$ cat src/rtl/mips_ctrl_pkg.sv
// mips_ctrl_pkg
//   Shared definitions for the multicycle MIPS control unit: the 4-bit state
//   encoding, opcode and funct field values, ALUOp codes, ALUControl codes,
//   and the select codes for the ALU B input and the PC source mux.
//   No ports; imported by mips_multicycle_ctrl and alu_decoder.
//   The JUMP state value is always defined here. Whether the controller ever
//   enters it depends on the MIPS_CTRL_JUMP_EN macro in the top module.
package mips_ctrl_pkg;

  // Main FSM states. Values 12-15 are unused and recover to FETCH.
  typedef enum logic [3:0] {
    S_FETCH   = 4'd0,
    S_DECODE  = 4'd1,
    S_MEMADR  = 4'd2,
    S_MEMRD   = 4'd3,
    S_MEMWB   = 4'd4,
    S_MEMWR   = 4'd5,
    S_EXECUTE = 4'd6,
    S_ALUWB   = 4'd7,
    S_BRANCH  = 4'd8,
    S_ADDIEX  = 4'd9,
    S_ADDIWB  = 4'd10,
    S_JUMP    = 4'd11
  } state_t;

  // ALUOp tells the ALU decoder whether to force add, force subtract, or look at funct.
  typedef enum logic [1:0] {
    ALUOP_ADD   = 2'b00,
    ALUOP_SUB   = 2'b01,
    ALUOP_FUNCT = 2'b10
  } aluop_t;

  // Opcode field values (instr[31:26])
  localparam logic [5:0] OP_RTYPE = 6'b000000;
  localparam logic [5:0] OP_LW    = 6'b100011;
  localparam logic [5:0] OP_SW    = 6'b101011;
  localparam logic [5:0] OP_BEQ   = 6'b000100;
  localparam logic [5:0] OP_ADDI  = 6'b001000;
  localparam logic [5:0] OP_J     = 6'b000010;

  // Funct field values for R-type (instr[5:0])
  localparam logic [5:0] FN_ADD = 6'b100000;
  localparam logic [5:0] FN_SUB = 6'b100010;
  localparam logic [5:0] FN_AND = 6'b100100;
  localparam logic [5:0] FN_OR  = 6'b100101;
  localparam logic [5:0] FN_SLT = 6'b101010;

  // ALUControl encodings understood by the datapath ALU
  localparam logic [2:0] ALU_ADD = 3'b010;
  localparam logic [2:0] ALU_SUB = 3'b110;
  localparam logic [2:0] ALU_AND = 3'b000;
  localparam logic [2:0] ALU_OR  = 3'b001;
  localparam logic [2:0] ALU_SLT = 3'b111;

  // ALU B operand selects
  localparam logic [1:0] SRCB_REG   = 2'b00;
  localparam logic [1:0] SRCB_FOUR  = 2'b01;
  localparam logic [1:0] SRCB_IMM   = 2'b10;
  localparam logic [1:0] SRCB_IMMSH = 2'b11;

  // PC source selects
  localparam logic [1:0] PCSRC_ALURES = 2'b00;
  localparam logic [1:0] PCSRC_ALUOUT = 2'b01;
  localparam logic [1:0] PCSRC_JUMP   = 2'b10;

endpackage

$ cat src/rtl/mips_multicycle_ctrl_alu_decoder.sv
// alu_decoder
//   Combinational ALU decoder. It maps ALUOp and the R-type funct field onto
//   the ALUControl code that drives the ALU.
//   Ports:
//     i_aluOp      in   2         add / sub / decode-funct request from the FSM
//     i_funct      in   OP_W      instruction funct field
//     o_aluControl out  ALUCTL_W  ALU operation select
module alu_decoder
  import mips_ctrl_pkg::*;
#(
  parameter int OP_W     = 6,
  parameter int ALUCTL_W = 3
) (
  input  aluop_t              i_aluOp,
  input  logic [OP_W-1:0]     i_funct,
  output logic [ALUCTL_W-1:0] o_aluControl
);

  // Address arithmetic and the branch compare force add or sub. Only EXECUTE
  // asks for the funct field. An unrecognised funct falls back to add, so the
  // instruction still writes back a harmless sum instead of an undefined code.
  always_comb begin
    o_aluControl = ALU_ADD;
    case (i_aluOp)
      ALUOP_ADD: o_aluControl = ALU_ADD;
      ALUOP_SUB: o_aluControl = ALU_SUB;
      ALUOP_FUNCT: begin
        case (i_funct)
          FN_ADD:  o_aluControl = ALU_ADD;
          FN_SUB:  o_aluControl = ALU_SUB;
          FN_AND:  o_aluControl = ALU_AND;
          FN_OR:   o_aluControl = ALU_OR;
          FN_SLT:  o_aluControl = ALU_SLT;
          default: o_aluControl = ALU_ADD;
        endcase
      end
      default: o_aluControl = ALU_ADD;
    endcase
  end

endmodule

$ cat src/rtl/mips_multicycle_ctrl.sv
// mips_multicycle_ctrl
//   Control unit for the 32-bit multicycle MIPS datapath. A Moore main FSM
//   steps each instruction through fetch/decode/execute/memory/writeback. The
//   alu_decoder sub-module produces ALUControl.
//   Optional feature macro: MIPS_CTRL_JUMP_EN. When it is defined, op=000010
//   (j) uses the JUMP state. When it is undefined, j is handled as an illegal
//   opcode and PCSrc[1] is held at 0.
//   Ports:
//     clk        in   1         system clock, rising edge
//     reset      in   1         synchronous active-high reset
//     op         in   OP_W      instr[31:26]
//     funct      in   OP_W      instr[5:0]
//     zero       in   1         ALU zero flag
//     IorD       out  1         memory address select (0 PC, 1 ALUOut)
//     MemWrite   out  1         memory write enable
//     IRWrite    out  1         instruction register load
//     RegDst     out  1         destination select (0 rt, 1 rd)
//     MemtoReg   out  1         write-data select (0 ALUOut, 1 Data)
//     RegWrite   out  1         register file write enable
//     ALUSrcA    out  1         ALU A select (0 PC, 1 A)
//     ALUSrcB    out  2         ALU B select (B, 4, SignImm, SignImm<<2)
//     ALUControl out  ALUCTL_W  ALU operation
//     PCSrc      out  2         PC source (ALUResult, ALUOut, jump target)
//     PCEn       out  1         PC load enable
//     state_o    out  4         current state, for debug
module mips_multicycle_ctrl
  import mips_ctrl_pkg::*;
#(
  parameter int OP_W     = 6,
  parameter int ALUCTL_W = 3
) (
  input  logic                clk,
  input  logic                reset,
  input  logic [OP_W-1:0]     op,
  input  logic [OP_W-1:0]     funct,
  input  logic                zero,
  output logic                IorD,
  output logic                MemWrite,
  output logic                IRWrite,
  output logic                RegDst,
  output logic                MemtoReg,
  output logic                RegWrite,
  output logic                ALUSrcA,
  output logic [1:0]          ALUSrcB,
  output logic [ALUCTL_W-1:0] ALUControl,
  output logic [1:0]          PCSrc,
  output logic                PCEn,
  output logic [3:0]          state_o
);

  state_t r_state;
  state_t w_nextState;
  state_t w_outState;
  aluop_t w_aluOp;
  logic   w_pcWrite;
  logic   w_branch;

  // State register. Reset is synchronous, so an instruction that is aborted
  // still spends its reset cycle in its current state. The output logic below
  // masks that cycle.
  always_ff @(posedge clk) begin
    if (reset) r_state <= S_FETCH;
    else       r_state <= w_nextState;
  end

  // Next-state logic. Opcodes the controller does not implement return to
  // FETCH right after DECODE. The PC was already advanced in FETCH, so such an
  // opcode acts as a two-cycle NOP. Unused encodings also fall back to FETCH.
  always_comb begin
    w_nextState = S_FETCH;
    case (r_state)
      S_FETCH:  w_nextState = S_DECODE;
      S_DECODE: begin
        case (op)
          OP_LW, OP_SW: w_nextState = S_MEMADR;
          OP_RTYPE:     w_nextState = S_EXECUTE;
          OP_BEQ:       w_nextState = S_BRANCH;
          OP_ADDI:      w_nextState = S_ADDIEX;
`ifdef MIPS_CTRL_JUMP_EN
          OP_J:         w_nextState = S_JUMP;
`endif
          default:      w_nextState = S_FETCH;
        endcase
      end
      S_MEMADR:  w_nextState = (op == OP_LW) ? S_MEMRD : S_MEMWR;
      S_MEMRD:   w_nextState = S_MEMWB;
      S_MEMWB:   w_nextState = S_FETCH;
      S_MEMWR:   w_nextState = S_FETCH;
      S_EXECUTE: w_nextState = S_ALUWB;
      S_ALUWB:   w_nextState = S_FETCH;
      S_BRANCH:  w_nextState = S_FETCH;
      S_ADDIEX:  w_nextState = S_ADDIWB;
      S_ADDIWB:  w_nextState = S_FETCH;
      default:   w_nextState = S_FETCH;
    endcase
  end

  // Moore output decode. During reset the mux selects show FETCH values,
  // whatever state the register still holds. The write enables are then
  // cleared, so an aborted instruction cannot change architectural state.
  // Branch and PCWrite are combined with zero at the end to form PCEn.
  always_comb begin
    IorD      = 1'b0;
    MemWrite  = 1'b0;
    IRWrite   = 1'b0;
    RegDst    = 1'b0;
    MemtoReg  = 1'b0;
    RegWrite  = 1'b0;
    ALUSrcA   = 1'b0;
    ALUSrcB   = SRCB_REG;
    PCSrc     = PCSRC_ALURES;
    w_aluOp   = ALUOP_ADD;
    w_pcWrite = 1'b0;
    w_branch  = 1'b0;
    w_outState = reset ? S_FETCH : r_state;
    case (w_outState)
      S_FETCH: begin
        ALUSrcB   = SRCB_FOUR;
        IRWrite   = 1'b1;
        w_pcWrite = 1'b1;
      end
      S_DECODE: begin
        ALUSrcB = SRCB_IMMSH;
      end
      S_MEMADR, S_ADDIEX: begin
        ALUSrcA = 1'b1;
        ALUSrcB = SRCB_IMM;
      end
      S_MEMRD: begin
        IorD = 1'b1;
      end
      S_MEMWB: begin
        MemtoReg = 1'b1;
        RegWrite = 1'b1;
      end
      S_MEMWR: begin
        IorD     = 1'b1;
        MemWrite = 1'b1;
      end
      S_EXECUTE: begin
        ALUSrcA = 1'b1;
        w_aluOp = ALUOP_FUNCT;
      end
      S_ALUWB: begin
        RegDst   = 1'b1;
        RegWrite = 1'b1;
      end
      S_BRANCH: begin
        ALUSrcA  = 1'b1;
        w_aluOp  = ALUOP_SUB;
        PCSrc    = PCSRC_ALUOUT;
        w_branch = 1'b1;
      end
      S_ADDIWB: begin
        RegWrite = 1'b1;
      end
`ifdef MIPS_CTRL_JUMP_EN
      S_JUMP: begin
        PCSrc     = PCSRC_JUMP;
        w_pcWrite = 1'b1;
      end
`endif
      default: begin
      end
    endcase
`ifndef MIPS_CTRL_JUMP_EN
    PCSrc[1] = 1'b0;
`endif
    if (reset) begin
      IRWrite   = 1'b0;
      MemWrite  = 1'b0;
      RegWrite  = 1'b0;
      w_pcWrite = 1'b0;
      w_branch  = 1'b0;
    end
    PCEn = w_pcWrite | (w_branch & zero);
  end

  assign state_o = r_state;

  alu_decoder #(
    .OP_W    (OP_W),
    .ALUCTL_W(ALUCTL_W)
  ) u_aluDecoder (
    .i_aluOp     (w_aluOp),
    .i_funct     (funct),
    .o_aluControl(ALUControl)
  );

endmodule

$ cat config.mk
export PLATFORM = sky130hd
export DESIGN_NAME = mips_multicycle_ctrl
export DESIGN_NICKNAME = d
export VERILOG_FILES = /design/src/rtl/mips_ctrl_pkg.sv /design/src/rtl/mips_multicycle_ctrl_alu_decoder.sv /design/src/rtl/mips_multicycle_ctrl.sv
export SDC_FILE = /design/constraint.sdc
export NUM_CORES = 1
export LEC_CHECK = 0
export CORE_UTILIZATION = 32
export CTS_CLUSTER_SIZE = 24
export DETAILED_ROUTE_END_ITERATION = 7
export PLACE_DENSITY = 0.8
export SLEW_MARGIN = 10
export SYNTH_ARGS = -nofsm -noshare
export SYNTH_HDL_FRONTEND = slang
export SYNTH_SLANG_ARGS = --single-unit
$ cat constraint.sdc
create_clock -name clk -period 2 [get_ports clk]
set_clock_uncertainty 0.05 [all_clocks]
set_input_delay 0.3 -clock clk [delete_from_list [all_inputs] [get_ports clk]]
set_output_delay 0.3 -clock clk [all_outputs]
set_load 0.005 [all_outputs]
# Yosys cells after proc, flatten, opt, wreduce, memory -nomap -nowiden
# Index checks and enable logic that the tools add are counted.
word_totals:
  reg_bits: 4
  latchBits: 0
  ram_bits: 0
  mem_bits_ro: 0
  input_bits: 15
  out_inout_bits: 19
  elab_cells: 57
  n_memories: 0
op_classes:
  add_sub_neg: 0
  multipliers: 0
  div_mod_pow: 0
  n_lt_le_gt_ge: 0
  eq_ne: 25
  n_shift: 0
  muxes: 21
  n_bitwise: 2
  reduce_logical: 8
ops:
  columns: ["operator", "n"]
  rows:
  - ["$eq A6 B6 Y1 const B", 6]
  - ["$pmux W4 S6", 1]
  - ["$eq A4 B3 Y1 const B", 5]
  - ["$eq A4 B2 Y1 const B", 4]
  - ["$eq A4 B4 Y1 const B", 4]
  - ["$pmux W4 S4", 1]
  - ["$mux W1", 13]
  - ["$pmux W3 S4", 1]
  - ["$eq A4 B1 Y1 const B", 2]
  - ["$logic_not A4 Y1", 2]
  - ["$eq A6 B3 Y1 const B", 1]
  - ["$eq A6 B4 Y1 const B", 1]
  - ["$logic_not A6 Y1", 1]
  - ["$pmux W2 S3", 1]
  - ["$pmux W3 S2", 1]
  - ["$reduce_or A2 Y1", 3]
  - ["$mux W4", 1]
  - ["$pmux W2 S2", 1]
  - ["$reduce_or A4 Y1", 1]
  - ["$mux W3", 1]
  - ["$reduce_or A3 Y1", 1]
  - ["$eq A2 B1 Y1 const B", 1]
  - ["$eq A2 B2 Y1 const B", 1]
  - ["$and A1 B1 Y1", 1]
  - ["$or A1 B1 Y1", 1]

# Depth between registers and ports, before layout
# Gate-level depths: netlist of run 1.
logic_depth:
  word_depth: 6
  mapped_depth: 8
  ltp_nobuf: 7

# By module
# From an unflattened synthesis of run 1, not the netlist that was laid out.
unflattened:
  cells_unflattened: 79
  hier_area_um2: 570.5
by_module_without_submodules:
  columns: ["module", "n_inst", "cells_each", "area_each_um2", "seq_area_each_um2"]
  rows:
  - ["mips_multicycle_ctrl", 1, 64, 451.7, 80.1]
  - ["alu_decoder", 1, 15, 118.9, 0.0]

# Worst setup path after synthesis of run 1
# Ideal clock, no wire load.
synth_path:
  path_kind: "register to output"
  start: "register r_state[2], in the netlist state_o[2]"
  end: "output port ALUControl[2]"
  arrival_ps: 1906
  required_ps: 1650
  slack_ps: -256
  stages_incl_launch_ff: 8
  n_path_buf: 2
  path_cell_list: "dfxtp_1 buf_6 or2_1 buf_6 or3_1 ha_1 nand4b_1 o41ai_1"
synth_between:
  elab_chain_len: 5
  elab_cells_between_ends: 7
  cone_classes: "eq/ne (4); mux (3)"
synth_lines:
  columns: ["item", "line", "text"]
  rows:
  - ["start, declared", "mips_multicycle_ctrl.sv:51", "state_t r_state;"]
  - ["start signal, assigned", "mips_multicycle_ctrl.sv:63", "else r_state <= w_nextState;"]
  - ["$mux W4 *", "mips_multicycle_ctrl.sv:115", "w_outState = reset ? S_FETCH : r_state;"]
  - ["$eq A4 B4 Y1 or $eq A4 B3 Y1 (tied branches)", "mips_multicycle_ctrl.sv:116", "case (w_outState)"]
  - ["$pmux W2 S2 *", "mips_multicycle_ctrl.sv:116", null]
  - ["$eq A2 B2 Y1 or $eq A2 B1 Y1 (tied branches)", "mips_multicycle_ctrl_alu_decoder.sv:24", "case (i_aluOp)"]
  - ["$pmux W3 S2 *", "mips_multicycle_ctrl_alu_decoder.sv:24", null]
  - ["end, declared", "mips_multicycle_ctrl.sv:45", "output logic [ALUCTL_W-1:0] ALUControl,"]
# Mark *: on every way between the ends. The rest lies on a longest branch, timed or not.

# Final worst setup path of run 1
# Ends and elaborated chain as after synthesis.

==> metrics.cfg, run 1 <==
[hold_path]
hold_depth = 2
hp-class = reg -> reg
whs_endpoint = state_o[0]
min_from = state_o[2]

[drt]
ant_nets = 0
routed_via_density = 5.28
drt_iter0_drc = 14
wl_per_cell_um = 13.6
wl_mm = 1.96
drtPass1Iterations = 4
drc = 0
vias = 760

[logic_synthesis]
synth.most_common_cell = inv_1
synth_area_per_cell_um2 = 7.27
synth_fp_nets = 92
synth.ff_latch_count = 4
syn-cell-area_um2 = 538
synth_top_cell_by_area = dfxtp_1
yosysTopAreaCellShare_pct = 14.9
synth-edff-count = 0
postSynthCellCount = 74
seq_area_frac_synth_pct = 14.9
synthTopCellsByArea = dfxtp_1 (15%), ha_1 (7.0%), a21oi_1 (4.7%)
synth_common_cells = inv_1 (6), a21oi_1 (5), nor2_1 (5), nor3_1 (5)
async_flop_share_pct = 0
synth_cell_types = 36
yosysWarnings = 0
synth-main-ff-cell = dfxtp_1

[run_status]
status = complete, but fails checks
violations = negative setup slack

[timing]
fin_setup_tns_ps = -797
finalCritPeriodShare_pct = 117
setup_slack_ps = -350
period_minus_slack_ps = 2350
rsz0062_at_grt = yes
fmax_ghz = 0.426
slew_viol_final = 0
finalHoldViolCount = 0
setup_violations = 5

[clocking]
htree_levels = 1
clock_sinks = 4
cts_made_buffers = 3
root_buffer = clkbuf_4
cts_hold_buf = 0
clock_latency_ps = 240
clockBufferDepth = 2
cts_tree = built
clkTransAtPathRegs_ps = 40

[floorplanning]
initial_core_util_pct = 34.9
core_area_um2 = 1540
die_area_um2 = 1850
ios = 34
die_x_um = 43.0
die_h_um = 43.0
placementRows = 14

[global_routing]
antenna_found_initial = 0
first_global_vias = 779
track_usage_pct = 22.0
gr-total-overflow = 0
grt_pass1_wl_mm = 3.15
grt_max_degree = 11

[pwr]
p_seq_share_pct = 28.5
p_int_uw = 219
comb_power_share_pct = 37.8
leakagePower_nw = 0.501
p_clk_share_pct = 33.7
power.density_nw_per_um2 = 276
p_sw_share_pct = 27.0
switchingPower_uw = 81.2
ir_drop_v = 0.000408

[final_layout]
final_nets = 148
diodes = 0
n_fill_cell = 133
fin_util_pct = 70.5
largest_register_ffs = 4
synthToLayoutAreaGrowth_pct = 102
drive_gt1_share_pct = 39.8

[critical_path]
r2r_setup_slack_ps = 410
endpoint_kind = primary output
path_class = reg -> out
crit_fanout = 4
critPathLaunch = state_o[2]
r2r_end = state_o[0]
startpoint_type = flop
r2r_cells = 6
r2r_start = state_o[1]
required_ps = 1650
cp_data_arrival_time_ps = 2000

[placed_design]
dp_hpwl_mm = 1.56
portBuffers = 32
globalplace.congestion = 0.842

[job]
maxCapViolCount = 0

[worst max-delay path: stages (launching register included)]
cell and delay, ps:
dfxtp_2 340, or2b_1 250, or3_4 360, ha_4 280, nand4b_1 140, o41ai_2 230
buf_2 160
[metrics by stage]
| stage | power (mW) | hold WS (ps) | setup WS, ps | instances | area (µm²) |
|---|---|---|---|---|---|
| after floorplan | 0.122 | 481 | -175 | 74 | 571 |
| after global placement | 0.195 | 515 | -916 | 139 | 1040 |
| after detailed placement | 0.196 | 524 | -1000 | 139 | 1040 |
| after CTS | 0.301 | 526 | -369 | 143 | 1070 |
| after global routing | 0.320 | 545 | -444 | 144 | 1090 |
| final | 0.301 | 516 | -350 | 144 | 1090 |
[layout by cell type, fill, tap and decap left out, types with 2 or more instances in the layout]
master           count
a21o_1               2
a21oi_1              5
buf_2                3
buf_4               24
clkbuf_4             3
clkdlybuf4s15_2      2
clkdlybuf4s50_1     18
dfxtp_2              4
dlygate4sd2_1        6
dlymetal6s2s_1       2
inv_1                5
nand2_1              3
nand2b_4             2
nand3b_1             3
nand4b_1             2
nor2_1               4
nor3_1               5
nor4_1               3
nor4b_1              2
or3_4                2
[logic make-up after synthesis]
family	synth area share, %
AOI/OAI and AO/OA	23.3
xor gates and xnor gates	3.26
adders and majority gates	6.98
buffers and inverters	11.2
DFF	14.9
other	0.697
and+or+nand+nor	39.8
[final cells by class]
class	count	area, µm²	area share (%)
Clock buffer	3	22.5	2.07
Inverter	6	22.5	2.07
Multi-Input combinational cell	59	457	42.0
Sequential cell	4	85.1	7.83
Tap cell	16	20.0	1.84
Timing Repair Buffer	56	480	44.2
[worst max path at each step]
stage / end / depth (start not counted) / slack (ps)
floorplan: ALUControl[2] / 7 / -180
global placement: ALUControl[2] / 7 / -920
detailed placement: ALUControl[2] / 7 / -1000
CTS: ALUControl[2] / 6 / -370
global route: ALUControl[2] / 6 / -440
finish: ALUControl[2] / 6 / -350
[what timing repair did]
item                       CTS  global route
setup endpoints to repair   13             9
buffers inserted             1             1
pin swaps                    7             1
gates resized for setup     34             6
[power by group through the flow]
| stage | Clock [mW] | Sequential, mW | Combinational, mW |
|---|---|---|---|
| 6_report | 0.101 | 0.0858 | 0.114 |
| 3_3_place_gp | 0 | 0.0866 | 0.108 |
| 3_5_place_dp | 0 | 0.0866 | 0.110 |
| 2_1_floorplan | 0 | 0.0873 | 0.0349 |
| 4_1_cts | 0.104 | 0.0854 | 0.112 |
| 5_1_grt | 0.111 | 0.0860 | 0.123 |
[metal layers]
metal,up-vias,wire length (µm),global-route usage [%]
met5,-,0,0
met4,0,33,4.24
met3,4,105,3.83
met2,31,1060,44.5
met1,342,757,23.1
li1,383,-,-
Note: power is estimated with default switching activity, not from simulation.
==> run 2: changes to the inputs <==
- CAP_MARGIN: unset -> 20
==> results of run 2 <==
Final layout, timing and power as in run 1 (identical DEF).
